===== src/rtl/riscv_pkg.sv =====
// Shared RISC-V definitions: control-flow opcodes, PC sequencer states and default widths.
package riscv_pkg;

  localparam int PC_W_DEF = 32;

  localparam logic [6:0] OPC_BR   = 7'b1100011;
  localparam logic [6:0] OPC_JALR = 7'b1100111;
  localparam logic [6:0] OPC_JAL  = 7'b1101111;

  typedef enum logic [1:0] {
    BOOT = 2'd0,
    RUN  = 2'd1,
    FULL = 2'd2
  } pc_state_t;

endpackage


===== src/rtl/next_pc_calc.sv =====
// Combinational branch/jump resolution in EX: taken decision, redirect target and alignment flag.
module next_pc_calc
  import riscv_pkg::*;
#(
  parameter int PC_W = PC_W_DEF
) (
  input  logic            ex_valid,
  input  logic            ex_branch,
  input  logic            ex_jal,
  input  logic            ex_jalr,
  input  logic            ex_cond,
  input  logic [PC_W-1:0] ex_pc,
  input  logic [PC_W-1:0] ex_imm,
  input  logic [PC_W-1:0] ex_rs1,
  output logic            taken,
  output logic [PC_W-1:0] target,
  output logic            misalign
);

  logic [PC_W-1:0] jalr_sum;

  always_comb begin
    jalr_sum = ex_rs1 + ex_imm;
    taken    = ex_valid & (ex_jal | ex_jalr | (ex_branch & ex_cond));
    // jalr clears bit 0 of the sum; any remaining bit-1 offset is reported, not fixed.
    target   = ex_jalr ? {jalr_sum[PC_W-1:1], 1'b0} : (ex_pc + ex_imm);
    misalign = taken & (target[1:0] != 2'b00);
  end

endmodule


===== src/rtl/pc_sequencer.sv =====
// Program counter owner: issues in-order fetches with bounded outstanding requests,
// redirects on taken control flow and squashes responses that belong to the old stream.
module pc_sequencer
  import riscv_pkg::*;
#(
  parameter int              PC_W      = PC_W_DEF,
  parameter logic [PC_W-1:0] RESET_PC  = '0,
  parameter int              MAX_OUTST = 2
) (
  input  logic            clk,
  input  logic            reset,
  input  logic            stall,
  input  logic            ex_valid,
  input  logic            ex_branch,
  input  logic            ex_jal,
  input  logic            ex_jalr,
  input  logic            ex_cond,
  input  logic [PC_W-1:0] ex_pc,
  input  logic [PC_W-1:0] ex_imm,
  input  logic [PC_W-1:0] ex_rs1,
  output logic            imem_req,
  output logic [PC_W-1:0] imem_addr,
  input  logic            imem_ready,
  input  logic            imem_rvalid,
  output logic            if_valid,
  output logic [PC_W-1:0] pc,
  output logic [PC_W-1:0] pc_plus4,
  output logic            flush,
  output logic            misalign_err,
  output logic [1:0]      dbg_state
);

  localparam logic [1:0] MAX_C = 2'(MAX_OUTST);

  pc_state_t       state_q, state_d;
  logic [PC_W-1:0] pc_q, pc_d;
  logic [1:0]      outst_q, outst_d;
  logic [1:0]      kill_q, kill_d;
  logic            taken, misalign, accept, resp;
  logic [PC_W-1:0] target;

  next_pc_calc #(.PC_W(PC_W)) u_calc (
    .ex_valid  (ex_valid),
    .ex_branch (ex_branch),
    .ex_jal    (ex_jal),
    .ex_jalr   (ex_jalr),
    .ex_cond   (ex_cond),
    .ex_pc     (ex_pc),
    .ex_imm    (ex_imm),
    .ex_rs1    (ex_rs1),
    .taken     (taken),
    .target    (target),
    .misalign  (misalign)
  );

  // Fetch handshake: a request transfers on a cycle with imem_req & imem_ready; while
  // imem_req is high and not yet accepted, imem_addr (= pc_q) holds, since pc_q only
  // moves on acceptance or redirect. Responses return in order, one per accepted request.
  always_comb begin
    imem_req     = (state_q == RUN) & ~stall & ~taken;
    accept       = imem_req & imem_ready;
    resp         = imem_rvalid & (outst_q != 2'd0);
    if_valid     = resp & (kill_q == 2'd0);
    flush        = taken & reset;
    misalign_err = misalign & reset;

    outst_d = outst_q + {1'b0, accept} - {1'b0, resp};

    // On redirect, everything still in flight belongs to the abandoned stream.
    kill_d = kill_q;
    if (taken)                          kill_d = outst_q - {1'b0, resp};
    else if (resp && kill_q != 2'd0)    kill_d = kill_q - 2'd1;

    pc_d = pc_q;
    if (taken)       pc_d = target;
    else if (accept) pc_d = pc_q + PC_W'(4);

    state_d = state_q;
    case (state_q)
      BOOT:    state_d = RUN;
      RUN:     if (outst_d == MAX_C) state_d = FULL;
      FULL:    if (outst_d < MAX_C)  state_d = RUN;
      default: state_d = BOOT;
    endcase
  end

  always_ff @(posedge clk or negedge reset) begin
    if (!reset) begin
      state_q <= BOOT;
      pc_q    <= RESET_PC;
      outst_q <= 2'd0;
      kill_q  <= 2'd0;
    end else begin
      state_q <= state_d;
      pc_q    <= pc_d;
      outst_q <= outst_d;
      kill_q  <= kill_d;
    end
  end

  assign imem_addr = pc_q;
  assign pc        = pc_q;
  assign pc_plus4  = pc_q + PC_W'(4);
  assign dbg_state = state_q;

endmodule


===== config.mk =====
export PLATFORM = sky130hd
export DESIGN_NAME = pc_sequencer
export DESIGN_NICKNAME = d
export VERILOG_FILES = /design/src/rtl/riscv_pkg.sv /design/src/rtl/next_pc_calc.sv /design/src/rtl/pc_sequencer.sv
export SDC_FILE = /design/constraint.sdc
export NUM_CORES = 1
export LEC_CHECK = 0
export ABC_CLOCK_PERIOD_IN_PS = 3000
export CAP_MARGIN = 0
export CORE_MARGIN = 5
export CORE_UTILIZATION = 44
export DETAILED_ROUTE_END_ITERATION = 7
export PLACE_DENSITY = 0.8
export SYNTH_ARGS = -nofsm -noshare
export SYNTH_HDL_FRONTEND = slang
export SYNTH_HIERARCHICAL = 1
export SYNTH_SLANG_ARGS = --single-unit

===== constraint.sdc =====
create_clock -name clk -period 3 [get_ports clk]
set_input_delay 0.9 -clock clk [delete_from_list [all_inputs] [get_ports clk]]
set_output_delay 0.9 -clock clk [all_outputs]
set_load 0.005 [all_outputs]

[After elaboration in Yosys (flattened, before gate mapping)]
Index checks and enable logic that the tools add are counted.
Word-level totals
  register bits after elaboration: 38
  input bits: 106
  output and inout bits: 102
  logic and storage cells: 48
Operators by class
  add/sub/neg operators: 7
  magnitude comparators: 1
  equal/unequal tests: 5
  multiplexer cells: 8
  bitwise operators: 14
  reductions and logical operators: 9
Operators by type and width (count)
  $mux W32: 3
  $add A32 B32 Y32: 2
  $add A32 B3 Y32 const B: 1
  $and A1 B1 Y1: 10
  $reduce_bool A2 Y1: 5
  $mux W2: 4
  $pmux W2 S3: 1
  $eq A2 B2 Y1 const B: 2
  $logic_not A2 Y1: 2
  $sub A2 B1 Y2: 2
  $add A2 B1 Y2: 1
  $eq A2 B1 Y1 const B: 1
  $lt A2 B2 Y1 const B: 1
  $ne A2 B1 Y1 const B: 1
  $ne A2 B2 Y1 const B: 1
  $not A1 Y1: 2
  $or A1 B1 Y1: 2
  $reduce_and A2 Y1: 1
  $sub A2 B1 Y2 const B: 1
  $logic_and A1 B1 Y1: 1

[Depth between registers and ports, before layout]
Gate-level depths: netlist of run 1.
  depth after elaboration: 11
  mapped depth: 16
  gate-level depth less buffers: 15

[Cells and area by module]
The synthesis of run 1 kept the hierarchy.
Modules (own cells, without submodules)
  next_pc_calc: instances 1, cells each 497, area each 3453.3 µm², sequential area each 0.0 µm²
  pc_sequencer: instances 1, cells each 364, area each 3104.2 µm², sequential area each 950.9 µm²

[Worst setup path before layout of run 1]
No wires, ideal clock.
  path kind: input-to-reg
  start: input ex_pc[3]
  end: register pc_q[31] (netlist: imem_addr[31])
  setup time: 133 ps
  arrival: 3668 ps
  data required time: 2867 ps
  setup slack: -802 ps
  stages: 14
  path buffers: 0
  cells stage by stage: ha_1 > o211ai_2 > o211ai_2 > a311oi_1 > or4_4 > a32oi_4 > a32o_2 > a221oi_2 > or4b_1 > nand4_1 > xor2_1 > and2_1 > a31oi_1 > nand3_1
On the way
  word-level cells in the longest chain between the ends: 3
RTL lines
  from (decl): RTL line pc_sequencer.sv:18  | input logic [PC_W-1:0] ex_pc,
  $add A32 B32 Y32: RTL line next_pc_calc.sv:26  | target = ex_jalr ? {jalr_sum[PC_W-1:1], 1'b0} : (ex_pc + ex_imm);
  $mux W32: RTL line next_pc_calc.sv:26
  via target[31]: RTL line pc_sequencer.sv:40  | logic [PC_W-1:0] target;
  $mux W32: RTL line pc_sequencer.sv:75  | if (taken) pc_d = target;
  to (signal assigned): RTL line pc_sequencer.sv:95  | pc_q <= pc_d;
  to (decl): RTL line pc_sequencer.sv:36  | logic [PC_W-1:0] pc_q, pc_d;
The timed path passes the listed nets, and every way through them passes these cells.
A chain may end at the register's enable or synchronous reset.

[Final worst setup path of run 1]
  start: input ex_imm[1]
  end: register pc_q[31] (netlist: imem_addr[31])
On the way
  word-level cells in the longest chain between the ends: 3
  elaborated cells between the ends (all ways): 4
  classes of those cells: add/sub (2); mux (2)
RTL lines
  from (decl): RTL line pc_sequencer.sv:19  | input logic [PC_W-1:0] ex_imm,
  $add A32 B32 Y32, on equally long branches: RTL line next_pc_calc.sv:26, next_pc_calc.sv:23
  $mux W32 *: RTL line next_pc_calc.sv:26
  via target[31]: RTL line pc_sequencer.sv:40
  $mux W32 *: RTL line pc_sequencer.sv:75
Mark *: on every way through the listed nets, which the timed path passes. The rest lies on a longest branch.

==> results.md, run 1 <==
* Outcome: finished with violations
* Failing checks: negative setup slack
* R2r startpoint: imem_addr[6]$_DFFE_PN0N_
* Sequential element share of the synthesized area at 14.5%
* I/O pins at 208
* Inserted Clock Buffers at 5
* CTS tree: done
* Dpl cells at 1406
* Critical-path maximum fanout at 2
* Worst hold slack after final layout at 402 ps
* Critical Path Source Type: primary input
* Worst slew margin relative to its limit at 48.6%
* Worst Setup EP: imem_addr[31]$_DFFE_PN0N_
* CP Depth at 15
* IO buf count at 207
* Top cell type's share of synthesized area at 14.5%
* Filler instances at 596
* Highest-count cells in the layout ignoring fill and taps: 317 x sky130_fd_sc_hd__buf_4, 119 x sky130_fd_sc_hd__clkdlybuf4s50_1, 53 x sky130_fd_sc_hd__nand2_1, 39 x sky130_fd_sc_hd__xor2_1, 38 x sky130_fd_sc_hd__buf_6
* Final global-route overflow total at 0
* Iteration-0 DRC count of the detailed router at 1598
* #FFs+latches synth at 38
* Clock input transition at the sequential cells of the worst setup and hold paths at 60 ps
* Max-slew violation count at 0
* Insertion delay of the later-clocked pin in the worst-skew pair at 310 ps
* Kind of end point of the critical path: flop
* Distinct cell type count after synthesis at 68
* Total of max-cap violations at 0
* Cells along the critical path: buf_8, ha_4, a211oi_4, o211ai_4, a311oi_4, or4_4, a32oi_4, a32o_2, a221oi_4, or4b_1, nand4_1, xor2_1, and2_1, a31oi_1, nand3_1
* Vertical die dimension at 132 µm
* Layout cells sized above 1 at 46.6%
* Sinks on Clock Net at 38
* Count of non-filler cells in the finished layout at 1540
* Worst endpoint required time at 3160 ps
* HPWL after detailed placement at 20100 µm
* Via count at 10600
* Fin Setup TNS at -12900 ps
* Std cell rows at 44
* Leak at 5.86 nW
* Worst R2R Setup Slack at -390 ps
* CTS H-tree depth at 2
* First-pass GRT wire length at 53200 µm
* Hold/Removal Path Class: primary input to async pin
* Crit Path Category: primary input to flop
* Crit path DAT at 4060 ps
* Floorplan die area at 17400 µm²
* Number of buffer and inverter instances along the worst setup path at 1
* Register cell area after layout at 956 µm²
* Initial Util at 44.9%
* Total GRT Usage at 37.0%
* Final setup fails at 47
* Final Worst Setup Slack at -897 ps
* Cell class contributing the biggest share of worst-path delay: compound AO/OA/AOI/OAI gates
* Multi-input combinational cell area at 6550 µm²
* Final hold violation count at 0
* Clock Skew at 10.4 ps
* Antenna violations before repair at 3
* Drt drc at 0
* Via count of the first global-routing pass at 9986
* Count of flip-flops with a built-in enable after synthesis at 0
* Routed WL per cell at 26.9 µm
* Final critical-path share of the clock period at 130%
* CTS root buffer: sky130_fd_sc_hd__clkbuf_16
* R2r endpoint: imem_addr[31]$_DFFE_PN0N_
* Ratio of total power to cell area at 462 nW/µm²
* Area of the placeable core at 14600 µm²
* Largest stage delay, worst path at 410 ps
* FF-to-FF path depth at 17
* Synthesis warning total at 6
* Most common cell after layout, fill and taps aside: sky130_fd_sc_hd__buf_4
* Proportion of register bits with asynchronous set or reset after synthesis at 100%
* Number of nets with antenna violations after routing at 0
* Cell count after synthesis at 861
* Cells taking the most area after synthesis: sky130_fd_sc_hd__dfrtp_1 15%, sky130_fd_sc_hd__ha_1 13%, sky130_fd_sc_hd__xor2_1 6.1%, sky130_fd_sc_hd__xnor2_1 4.8%, sky130_fd_sc_hd__a21oi_1 4.7%
* Final layout net count at 1528
* Launching instance or port of the critical path: ex_imm[1]
* Layout Utilization at 87.8%
* Master of the slowest instance on the critical path: sky130_fd_sc_hd__a311oi_4
* Routability-driven placement congestion ratio at 0.949
* Unrepaired setup endpoints after global routing: yes
* Via density per instance at 6.88
* Cell type with the largest total area after synthesis: sky130_fd_sc_hd__dfrtp_1
* Synthesized area divided by synthesized cell count at 7.62 µm²
* Post-synth top flop: sky130_fd_sc_hd__dfrtp_1
* Clock Path Buffers at 2
* Slew at the pin closest to its max-slew limit at 771 ps
* Width of the chip at 132 µm
* Area Overhead vs Synth at 95.3%
* Minimum clock period at 3900 ps
* Total length of routed wires at 41400 µm
* Post-Synthesis Net Count at 1035
* Max IR drop VDD at 0.378 mV
* First-pass detailed-route iteration total at 7
* Achievable clock frequency at 257 MHz
* Largest net degree at the start of global routing at 65
* Post-synthesis instance area at 6560 µm²
==> synth_stat cells (8+ instances only) <==
cell and n:
sky130_fd_sc_hd__nand3_1 45, sky130_fd_sc_hd__o211ai_1 13, sky130_fd_sc_hd__a21oi_1 62, sky130_fd_sc_hd__nor2_1 48, sky130_fd_sc_hd__ha_1 66, sky130_fd_sc_hd__and3_1 9, sky130_fd_sc_hd__xor2_1 46, sky130_fd_sc_hd__nand4_1 23
sky130_fd_sc_hd__buf_4 35, sky130_fd_sc_hd__nor3_1 18, sky130_fd_sc_hd__inv_1 27, sky130_fd_sc_hd__dfrtp_1 38, sky130_fd_sc_hd__a221o_1 8, sky130_fd_sc_hd__buf_2 10, sky130_fd_sc_hd__o21ai_0 46, sky130_fd_sc_hd__a22oi_1 15
sky130_fd_sc_hd__mux2i_1 12, sky130_fd_sc_hd__nand2_1 64, sky130_fd_sc_hd__xnor2_1 36, sky130_fd_sc_hd__nand2b_1 12, sky130_fd_sc_hd__a31oi_1 13, sky130_fd_sc_hd__clkbuf_1 24, sky130_fd_sc_hd__nor2b_1 13, sky130_fd_sc_hd__a21o_1 36
sky130_fd_sc_hd__and2_1 16, sky130_fd_sc_hd__or4_1 12
==> how the worst min path moves through the flow <==
stage | start | end | slack [ps] | cells after the start
3_3_place_gp | dbg_state[0]$_DFFE_PN0P_ | dbg_state[0]$_DFFE_PN0P_ | 520 | 1
5_1_grt | reset | imem_addr[0]$_DFFE_PN0P_ | 390 | 1
3_5_place_dp | dbg_state[0]$_DFFE_PN0P_ | dbg_state[0]$_DFFE_PN0P_ | 540 | 1
2_1_floorplan | dbg_state[0]$_DFFE_PN0P_ | dbg_state[0]$_DFFE_PN0P_ | 500 | 1
4_1_cts | reset | imem_addr[0]$_DFFE_PN0P_ | 410 | 1
6_report | reset | imem_addr[0]$_DFFE_PN0P_ | 400 | 1
==> sequential cells by signal (all words and copies together) (netlist names) <==
signal	cells
dbg_state	2
kill_q	2
imem_addr	32
outst_q	2
==> what timing repair did <==
action                                 CTS  global route
setup endpoints to repair               57            52
endpoints found under the hold margin    0             0
gates cloned                             2             0
buffers inserted                        94            47
gates resized for setup                367           171
pin swaps                              142           123
hold buffers                             0             0
==> metrics by stage <==
step	total power [mW]	setup WS [ps]	area, µm²
3_5_place_dp	4.06	-1470	10300
5_1_grt	6.08	-890	12800
6_report	5.91	-897	12800
3_3_place_gp	3.95	-1390	10300
2_1_floorplan	2.40	-697	6720
4_1_cts	5.06	-754	12100
==> routing by layer <==
layer | vias up | wire length (µm) | global-route usage, %
met5 | - | 27 | 0
met4 | 4 | 4100 | 22.7
met3 | 429 | 5050 | 9.31
met2 | 1107 | 18400 | 62.4
met1 | 4901 | 13800 | 41.7
li1 | 4160 | - | -
==> report_power, final <==
| part | leakage [nW] | switching (mW) | internal [mW] |
|---|---|---|---|
| combinational | 5.33 | 2.15 | 2.27 |
| clock | 0.0781 | 0.232 | 0.394 |
| sequential | 0.458 | 0.188 | 0.675 |
| total | 5.86 | 2.57 | 3.34 |
==> logic make-up after synthesis <==
kind of cell / share of synthesized area (%)
and+or+nand+nor: 24.5
AOI/OAI and AO/OA: 26.1
buffers and inverters: 8.22
xor gates and xnor gates: 11.0
adders and majority gates: 13.2
DFF: 14.5
muxes: 2.52
==> worst register-to-register path: cells and delay by family (launching register included) <==
kind / cells / cell delay, ps
compound gates: 1 / 400
buf+inv: 13 / 1840
flops: 1 / 420
simple gates: 3 / 590
==> cell type report <==
type                            instances  share of cell area, %
Multi-Input combinational cell        720                   51.1
Timing Repair Buffer                  560                   37.4
Sequential cell                        38                   7.46
Tap cell                              184                   1.80
Clock buffer                            7                   1.04
Inverter                               29                  0.928
Clock inverter                          1                  0.234
Antenna cell                            1                 0.0195
(Power assumes the default switching activity.)
==> run 2: changes to the inputs <==
--- a/config.mk
+++ b/config.mk
@@ -6,7 +6,6 @@
 export NUM_CORES = 1
 export LEC_CHECK = 0
 export ABC_CLOCK_PERIOD_IN_PS = 3000
-export CAP_MARGIN = 0
 export CORE_MARGIN = 5
 export CORE_UTILIZATION = 44
 export DETAILED_ROUTE_END_ITERATION = 7
==> results of run 2 <==
No change in the layout: final DEF, timing and power equal those of run 1.
==> run 3: changes to the inputs <==
--- a/config.mk
+++ b/config.mk
@@ -9,6 +9,7 @@
 export CORE_MARGIN = 5
 export CORE_UTILIZATION = 44
 export DETAILED_ROUTE_END_ITERATION = 7
+export GPL_TIMING_DRIVEN = 0
 export PLACE_DENSITY = 0.8
 export SYNTH_ARGS = -nofsm -noshare
 export SYNTH_HDL_FRONTEND = slang
==> results.md, run 3 (synthesized netlist as in run 1, its figures left out) <==
* Outcome: finished with violations
* Failing checks: negative setup slack
* Initial Util at 44.9%
* Final critical-path share of the clock period at 126%
* I/O pins at 208
* Cell area after placement at 9020 µm²
* Critical-path maximum fanout at 4
* Std cell rows at 44
* Final layout net count at 1371
* Inserted Clock Buffers at 5
* Final hold violation count at 0
* Unrepaired setup endpoints after global routing: yes
* Via count at 8710
* Cells along the critical path: clkdlybuf4s50_1, ha_4, nand2_1, or4_4, a32oi_4, a32o_2, a221oi_4, or4b_1, nand4_1, xor2_1, and2_1, a31oi_1, nand3_1
* Number of nets with antenna violations after routing at 0
* CTS root buffer: sky130_fd_sc_hd__clkbuf_16
* IO buf count at 207
* Ratio of total power to cell area at 461 nW/µm²
* Total GRT Usage at 28.0%
* First-pass detailed-route iteration total at 8
* Critical Path Source Type: primary input
* Vertical die dimension at 132 µm
* Via count of the first global-routing pass at 8095
* Kind of end point of the critical path: flop
* Worst endpoint required time at 3170 ps
* Hold/Removal Path Class: flop to flop
* Total of max-cap violations at 0
* Max IR drop VDD at 0.269 mV
* Iteration-0 DRC count of the detailed router at 1096
* Highest-count cells in the layout ignoring fill and taps: 160 x sky130_fd_sc_hd__buf_4, 124 x sky130_fd_sc_hd__clkdlybuf4s50_1, 58 x sky130_fd_sc_hd__nand2_1, 42 x sky130_fd_sc_hd__xor2_1, 42 x sky130_fd_sc_hd__a21oi_1
* Antenna violations before repair at 0
* CTS tree: done
* Layout cells sized above 1 at 36.0%
* Final Worst Setup Slack at -769 ps
* Leak at 4.84 nW
* Clock Path Buffers at 2
* Crit Path Category: primary input to flop
* Clock input transition at the sequential cells of the worst setup and hold paths at 60 ps
* First-pass GRT wire length at 41500 µm
* Width of the chip at 132 µm
* Total length of routed wires at 28500 µm
* Final global-route overflow total at 0
* Drt drc at 0
* Total power draw at 5.14 mW
* Via density per instance at 6.30
* Worst slew margin relative to its limit at 52.6%
* Sinks on Clock Net at 38
* Max-slew violation count at 0
* Antenna Diode Count at 0
* Final design instance area without fill at 11100 µm²
* Count of hold-fix buffers inserted at cts at 0
* Routability-driven placement congestion ratio at 0.928
* Achievable clock frequency at 265 MHz
* CTS H-tree depth at 2
* Largest stage delay, worst path at 520 ps
* Area Overhead vs Synth at 70.0%
* Master of the slowest instance on the critical path: sky130_fd_sc_hd__or4_4
* Area of the placeable core at 14600 µm²
* Clock Skew at 6.22 ps
* Floorplan die area at 17400 µm²
* Slew at the pin closest to its max-slew limit at 711 ps
* Flip-flop count of the largest register after layout at 32
* Final setup fails at 35
* Crit path DAT at 3930 ps
* Minimum clock period at 3770 ps
* Largest net degree at the start of global routing at 41
* Routed WL per cell at 20.6 µm
* Insertion delay of the later-clocked pin in the worst-skew pair at 290 ps
* Most common cell after layout, fill and taps aside: sky130_fd_sc_hd__buf_4
* HPWL after detailed placement at 18200 µm
-- run 3: cell types whose count changed in the layout (fill, tap and decap cells not counted), sizes merged --
cell / delta
buf: -165
clkbuf: +6
clkdlybuf4s50: +5
clkdlybuf4s15: +3
dlymetal6s2s: -3
bufbuf: -2
bufinv: -1
clkinv: +1
diode: -1
dlygate4sd2: -1
-- run 3: worst paths after layout --
kind / startpoint / cells past startpoint / end / slack [ps]
min in group asynchronous: reset / 1 / dbg_state[0]$_DFFE_PN0P_ / 630
max in group asynchronous: reset / 1 / imem_addr[8]$_DFFE_PN0N_ / 1950
worst min-delay path: dbg_state[0]$_DFFE_PN0P_ / 1 / dbg_state[0]$_DFFE_PN0P_ / 550
worst max-delay path: ex_pc[13] / 13 / imem_addr[31]$_DFFE_PN0N_ / -770
worst max register to register: dbg_state[1]$_DFFE_PN0P_ / 12 / dbg_state[0]$_DFFE_PN0P_ / 310
worst min register to register: dbg_state[0]$_DFFE_PN0P_ / 1 / dbg_state[0]$_DFFE_PN0P_ / 550
-- run 3: per-stage QoR --
step	setup slack (ps)	utilization (%)	setup TNS [ps]	hold WS, ps	cells
6_report	-769	76.4	-8850	546	1382
5_1_grt	-880	76.4	-12020	596	1382
4_1_cts	-745	72.9	-7310	539	1341
3_5_place_dp	-1620	61.8	-42440	529	1252
3_3_place_gp	-1570	61.9	-41820	522	1252
2_1_floorplan	-697	-	-3250	503	861
-- run 3: timing repair --
item	in CTS	in global routing
gates resized for setup	400	88
pin swaps	106	68
endpoints found under the setup margin	64	51
setup buffers	90	48
endpoints found under the hold margin	0	0
-- run 3: power breakdown --
| group | internal [mW] | leakage, nW | total (mW) | switching [mW] |
|---|---|---|---|---|
| registers | 0.683 | 0.444 | 0.943 | 0.260 |
| logic | 2.02 | 4.33 | 3.65 | 1.63 |
| clock network | 0.330 | 0.0739 | 0.548 | 0.218 |
| total | 3.04 | 4.84 | 5.14 | 2.11 |
-- run 3: layout make-up --
class	count	area, µm²
buffer	62	474
timing repair buffer	341	2980
sequential	38	971
inverter	29	119
tap	184	230
clock buffer	7	143
multi-input combinational	720	6230
clock inverter	1	5.00
fill	944	3440
-- run 3: routing by layer --
layer / global-route usage, % / up-vias / share of wire (%)
met5: 0 / - / 0
met4: 10.8 / 0 / 5.4
met2: 47.5 / 620 / 47
met3: 3.85 / 156 / 9.0
met1: 36.1 / 4082 / 38
li1: - / 3852 / -
-- run 3: critical path: cells and delay by family --
family	cells	cell delay, ps
AOI/OAI and AO/OA	4	730
xor gates and xnor gates	1	90
adders and majority gates	1	310
buffers and inverters	1	450
and+or+nand+nor	6	1470
